===== src/rtl/elite_spi_master.sv =====
// SPI mode-0 master, MSB first, 8-bit, valid/ready byte input, CSEL held across multi-byte frames.
// Optional build macro SPIM_LOOPBACK_EN adds Loopback_En (capture from MOSI, slave left deselected).
module elite_spi_master #(
  parameter int unsigned CLK_DIV  = 4,
  parameter int unsigned CS_SETUP = 4,
  parameter int unsigned CS_HOLD  = 4,
  parameter int unsigned CS_GAP   = 4
) (
  input  logic       MClk,
  input  logic       SPIM_Rst_Flag,
  input  logic [7:0] Tx_Byte,
  input  logic       Tx_Last,
  input  logic       Tx_Valid,
  output logic       Tx_Ready,
  output logic [7:0] Rx_Byte,
  output logic       Rx_Valid,
  output logic       Busy,
  output logic       SPIM_SCLK,
  output logic       SPIM_MOSI,
  input  logic       SPIM_MISO,
`ifdef SPIM_LOOPBACK_EN
  input  logic       Loopback_En,
`endif
  output logic       SPIM_CSEL
);

  localparam int unsigned M1   = (CLK_DIV > CS_SETUP) ? CLK_DIV : CS_SETUP;
  localparam int unsigned M2   = (CS_HOLD > CS_GAP) ? CS_HOLD : CS_GAP;
  localparam int unsigned MAXP = (M1 > M2) ? M1 : M2;
  localparam int unsigned CW   = $clog2(MAXP) + 1;

  localparam logic [CW-1:0] DIV_END   = CW'(CLK_DIV - 1);
  localparam logic [CW-1:0] SETUP_END = CW'(CS_SETUP - 1);
  localparam logic [CW-1:0] HOLD_END  = CW'(CS_HOLD - 1);
  localparam logic [CW-1:0] GAP_END   = CW'(CS_GAP - 1);

  typedef enum logic [2:0] {
    S_IDLE, S_SETUP, S_SHIFT, S_NEXT, S_HOLD, S_GAP
  } state_t;

  state_t        state;
  logic [CW-1:0] cnt;
  logic [2:0]    bit_cnt;
  logic [7:0]    tx_sh;
  logic [7:0]    rx_sh;
  logic          last_q;
  logic          done_q;
  logic          lb_q;
  logic          lb_in;
  logic          cap_bit;

`ifdef SPIM_LOOPBACK_EN
  assign lb_in = Loopback_En;
`else
  assign lb_in = 1'b0;
`endif

  // In loopback the bit being presented on MOSI is captured at the falling edge
  assign cap_bit = lb_q ? SPIM_MOSI : SPIM_MISO;

  always_ff @(posedge MClk) begin
    if (SPIM_Rst_Flag) begin
      state     <= S_IDLE;
      cnt       <= '0;
      bit_cnt   <= '0;
      tx_sh     <= '0;
      rx_sh     <= '0;
      last_q    <= 1'b0;
      done_q    <= 1'b0;
      lb_q      <= 1'b0;
      SPIM_SCLK <= 1'b0;
      SPIM_CSEL <= 1'b1;
      SPIM_MOSI <= 1'b0;
      Tx_Ready  <= 1'b1;
      Rx_Valid  <= 1'b0;
      Rx_Byte   <= '0;
      Busy      <= 1'b0;
    end else begin
      Rx_Valid <= 1'b0;
      case (state)
        S_IDLE: begin
          if (Tx_Valid && Tx_Ready) begin
            lb_q      <= lb_in;
            SPIM_CSEL <= lb_in;
            SPIM_MOSI <= Tx_Byte[7];
            tx_sh     <= {Tx_Byte[6:0], 1'b0};
            last_q    <= Tx_Last;
            done_q    <= 1'b0;
            bit_cnt   <= '0;
            Tx_Ready  <= 1'b0;
            Busy      <= 1'b1;
            cnt       <= '0;
            state     <= S_SETUP;
          end
        end
        S_SETUP: begin
          if (cnt == SETUP_END) begin
            cnt       <= '0;
            SPIM_SCLK <= 1'b1;
            state     <= S_SHIFT;
          end else begin
            cnt <= cnt + CW'(1);
          end
        end
        S_SHIFT: begin
          if (cnt != DIV_END) begin
            cnt <= cnt + CW'(1);
          end else begin
            cnt <= '0;
            if (SPIM_SCLK) begin
              SPIM_SCLK <= 1'b0;
              rx_sh     <= {rx_sh[6:0], cap_bit};
              SPIM_MOSI <= tx_sh[7];
              tx_sh     <= {tx_sh[6:0], 1'b0};
              bit_cnt   <= bit_cnt + 3'd1;
              if (bit_cnt == 3'd7)
                done_q <= 1'b1;
            end else if (!done_q) begin
              SPIM_SCLK <= 1'b1;
            end else begin
              // Low phase after the 8th fall has completed: byte finished
              done_q   <= 1'b0;
              Rx_Byte  <= rx_sh;
              Rx_Valid <= 1'b1;
              if (last_q) begin
                state <= S_HOLD;
              end else begin
                state    <= S_NEXT;
                Tx_Ready <= 1'b1;
              end
            end
          end
        end
        S_NEXT: begin
          if (Tx_Valid) begin
            SPIM_MOSI <= Tx_Byte[7];
            tx_sh     <= {Tx_Byte[6:0], 1'b0};
            last_q    <= Tx_Last;
            Tx_Ready  <= 1'b0;
            // Pre-load the low-phase count so SCLK rises one cycle after MOSI settles
            cnt       <= DIV_END;
            state     <= S_SHIFT;
          end
        end
        S_HOLD: begin
          if (cnt == HOLD_END) begin
            cnt       <= '0;
            SPIM_CSEL <= 1'b1;
            SPIM_MOSI <= 1'b0;
            state     <= S_GAP;
          end else begin
            cnt <= cnt + CW'(1);
          end
        end
        S_GAP: begin
          if (cnt == GAP_END) begin
            cnt      <= '0;
            Tx_Ready <= 1'b1;
            Busy     <= 1'b0;
            state    <= S_IDLE;
          end else begin
            cnt <= cnt + CW'(1);
          end
        end
        default: state <= S_IDLE;
      endcase
    end
  end

endmodule


===== config.mk =====
export PLATFORM = sky130hd
export DESIGN_NAME = elite_spi_master
export DESIGN_NICKNAME = d
export VERILOG_FILES = /design/src/rtl/elite_spi_master.sv
export SDC_FILE = /design/constraint.sdc
export NUM_CORES = 1
export LEC_CHECK = 0
export BUFFER_PORTS_ARGS = -buffer_cell sky130_fd_sc_hd__buf_4
export CAP_MARGIN = 20
export CORE_MARGIN = 5
export CORE_UTILIZATION = 61
export DETAILED_ROUTE_END_ITERATION = 7
export PLACE_DENSITY = 0.89
export SLEW_MARGIN = 20
export SYNTH_ARGS = -nofsm -noshare
export SYNTH_HDL_FRONTEND = slang
export SYNTH_SLANG_ARGS = --single-unit

===== constraint.sdc =====
create_clock -name MClk -period 4.75 [get_ports MClk]
set_input_delay 0.95 -clock MClk [delete_from_list [all_inputs] [get_ports MClk]]
set_output_delay 0.95 -clock MClk [all_outputs]
set_load 0.05 [all_outputs]

==> results.yml <==
cells_and_area:
  drive_above_1_share: 0.190
  nets: 263
  synthToLayoutAreaGrowth_pct: 11.0
  antennaDiodeCount: 0
  fill_cells: 265
  fin_util: 0.710
  design_area_mm2: 0.00217
critical_path:
  cpLargestDelayFamily: "simple AND/OR/NAND/NOR gates"
  path_cells: "or3b_1, o32ai_1, or3_4, o211ai_1, o41ai_2"
  regToRegStartpoint: "state[2]"
  arrival_ns: 2.65
  rrSetupSlack_ns: 2.34
  crit_start: "state[2]"
  cp.depth: 5
  crit_end: "state[2]"
  worstSetupPathType: "reg2reg"
  reg2regPathDepth: 5
  slowest_stage: "dfxtp_1"
  startpoint_type: "flip-flop"
  cp_max_fo: 22
  end_kind: "flip-flop"
  crit_buf_inv: 0
  r2r-end: "state[2]"
  max_stage_delay_ns: 0.88
  required_ns: 4.99
sta:
  rsz0062_at_grt: "false"
  hold_violations: 0
  period_needed_ns: 2.41
  setup_tns_ns: 0
  drv_slew: 0
  clock.fmax_ghz: 0.415
  clock-skew-final_ns: 0.0102
  finalSetupViolations: 0
  relSlewSlack: 0.448
  holdWs_ns: 0.484
  worst_pin_slew_ns: 0.827
  fin_crit_sh: 0.507
yosys:
  ys_seq_area_frac: 0.410
  synth_top_area_frac: 0.410
  synth_fp_nets: 243
  syn_inst: 227
  syn_area_per_cell_um2: 8.60
  ys_warn_count: 0
  synthFlopType: "dfxtp_1"
  synth.area.top_cells: "dfxtp_1, nand2_1, nor2_1"
  synth_seq_cells: 40
  synth_cell_types: 50
  syn_area_mm2: 0.00195
  yosysTopAreaCell: "dfxtp_1"
  async_reset_ff_frac: 0
  synth_edf_count: 0
clock_network:
  cts_setup_buffers: 0
  cts.sinks: 40
  clock_latency_ns: 0.35
  cts_tree: "done"
  clk_pin_slew_worst_paths_ns: 0.12
  clockBufferDepth: 2
  ctsHoldBuffers: 0
  cts_resized: 0
  cts_max_level: 2
  cts_root_buf: "clkbuf_4"
  cts_made_buffers: 5
detailed_routing:
  vias: 1660
  ant_nets: 0
  via_per_inst: 5.70
  drt_first_pass_iters: 4
  drc_errors: 0
  drt_wl_total_mm: 3.99
  drt_iter0_markers: 117
  wl_per_cell_um: 13.7
place:
  dpl-instance-area_mm2: 0.00212
  gp_congestion: 0.862
  dp_hpwl_mm: 2.71
  port_buffers: 26
power:
  powerDensity_mw_per_mm2: 489
  ir_drop_mv: 0.239
  cellLeakagePower_nw: 0.911
grt:
  grt_max_degree: 39
  grt_pass1_wl_mm: 6.92
  antenna_found_initial: 0
  track_usage: 0.202
  gr-total-overflow: 0
  grt_pass1_vias: 1589
worst_hold_path:
  hp-class: "reg2reg"
  holdCritStartpoint: "rx_sh[7]"
  hold_depth: 2
die:
  dieWidth_um: 66.6
  fp.coreArea_mm2: 0.00305
  initial_core_util: 0.640
  die-area_mm2: 0.00443
  rows: 20
  io_pins: 27
  die-height_um: 66.6
run:
  maxCapViolations: 0
run_status:
  status: "finished, final reports clean"
power breakdown:
group	switching, W	internal [W]
sequential	0.0000699	0.000385
combinational	0.000257	0.000183
clock	0.000112	0.0000540
synthesized netlist by cell type, types with 2 or more instances:
cell,count
nor2b_1,3
nor3_1,2
nand3b_1,2
ha_1,3
and2_1,2
or3b_1,2
a22oi_1,2
buf_2,3
a211oi_1,3
buf_6,4
nand2b_1,2
nand3_1,4
mux2i_1,11
o211a_1,2
a21oi_1,23
dfxtp_1,40
o211ai_1,2
nand2_1,37
nor2_1,31
nand3_2,2
inv_1,5
a311oi_2,3
o21ai_0,6
a311oi_1,4
clkbuf_1,4
worst reg2reg max path, cell delays in order (launching register included):
cell and delay, ns:
dfxtp_1 0.88, or3b_1 0.51, o32ai_1 0.20, or3_4 0.42, o211ai_1 0.20, o41ai_2 0.10
cells in the final DEF, fill, tap and decap left out, types with 2 or more instances in the layout:
master    synthesis  layout
nand2_1          37      37
nor3_1            2       2
o211a_1           2       2
and2_1            2       2
nand2b_1          2       2
dfxtp_1          40      40
o21ai_0           6       6
a211oi_1          3       3
ha_1              3       3
a21oi_1          23      23
a311oi_2          3       3
buf_4             1      26
mux2i_1          11      11
a311oi_1          4       4
o211ai_1          2       2
inv_1             5       5
clkbuf_4          0       5
nand3_2           2       2
nor2b_1           3       3
a22oi_1           2       2
nand3b_1          2       2
or3b_1            2       2
nor2_1           31      31
nand3_1           4       4
final cells by class:
class / count / area, µm² / share of cell area
clock buffers: 5 / 37.5 / 0.0173
clock inverters: 2 / 12.5 / 0.00577
inverters: 5 / 18.8 / 0.00866
multi-input cells: 169 / 1050 / 0.483
flip-flops and latches: 40 / 801 / 0.370
well taps: 44 / 55.1 / 0.0254
repair buffers: 26 / 195 / 0.0901
worst min-delay path by stage:
stage,end,slack (ns)
3_5_place_dp,tx_sh[1],0.46
3_3_place_gp,rx_sh[7],0.44
4_1_cts,tx_sh[1],0.48
2_1_floorplan,rx_sh[7],0.44
5_1_grt,rx_sh[7],0.52
6_report,rx_sh[7],0.48
metrics by stage:
step                setup WS (ns)  cells  power, W
CTS                          2.34    291   0.00106
global placement             2.45    284  0.000885
floorplan                    2.76    227  0.000831
finish                       2.34    291   0.00106
detailed placement           2.36    284  0.000897
global route                 2.13    291   0.00114
sequential cells by signal, indices dropped and copies added (netlist names), 3 cells and up:
name,count
Rx_Byte,8
cnt,3
bit_cnt,3
state,3
rx_sh,8
tx_sh,7
cells by family (layout without fill, tap and decap cells):
kind of cell / after synthesis / in the layout / share of synthesized area
AOI/OAI and AO/OA: 57 / 57 / 0.213
DFF: 40 / 40 / 0.410
adders and majority gates: 3 / 3 / 0.0192
muxes: 11 / 11 / 0.0564
buffers and inverters: 18 / 38 / 0.0538
and+or+nand+nor: 98 / 98 / 0.248
metal layers:
layer  GRT usage  vias to the layer above  wire, µm
li1            -                      839         -
met1       0.253                      769      1780
met2       0.333                       46      1920
met3      0.0388                        6       234
met4      0.0914                        0        65
met5           0                        -         0
No activity file was read; power rests on OpenSTA's default activity.
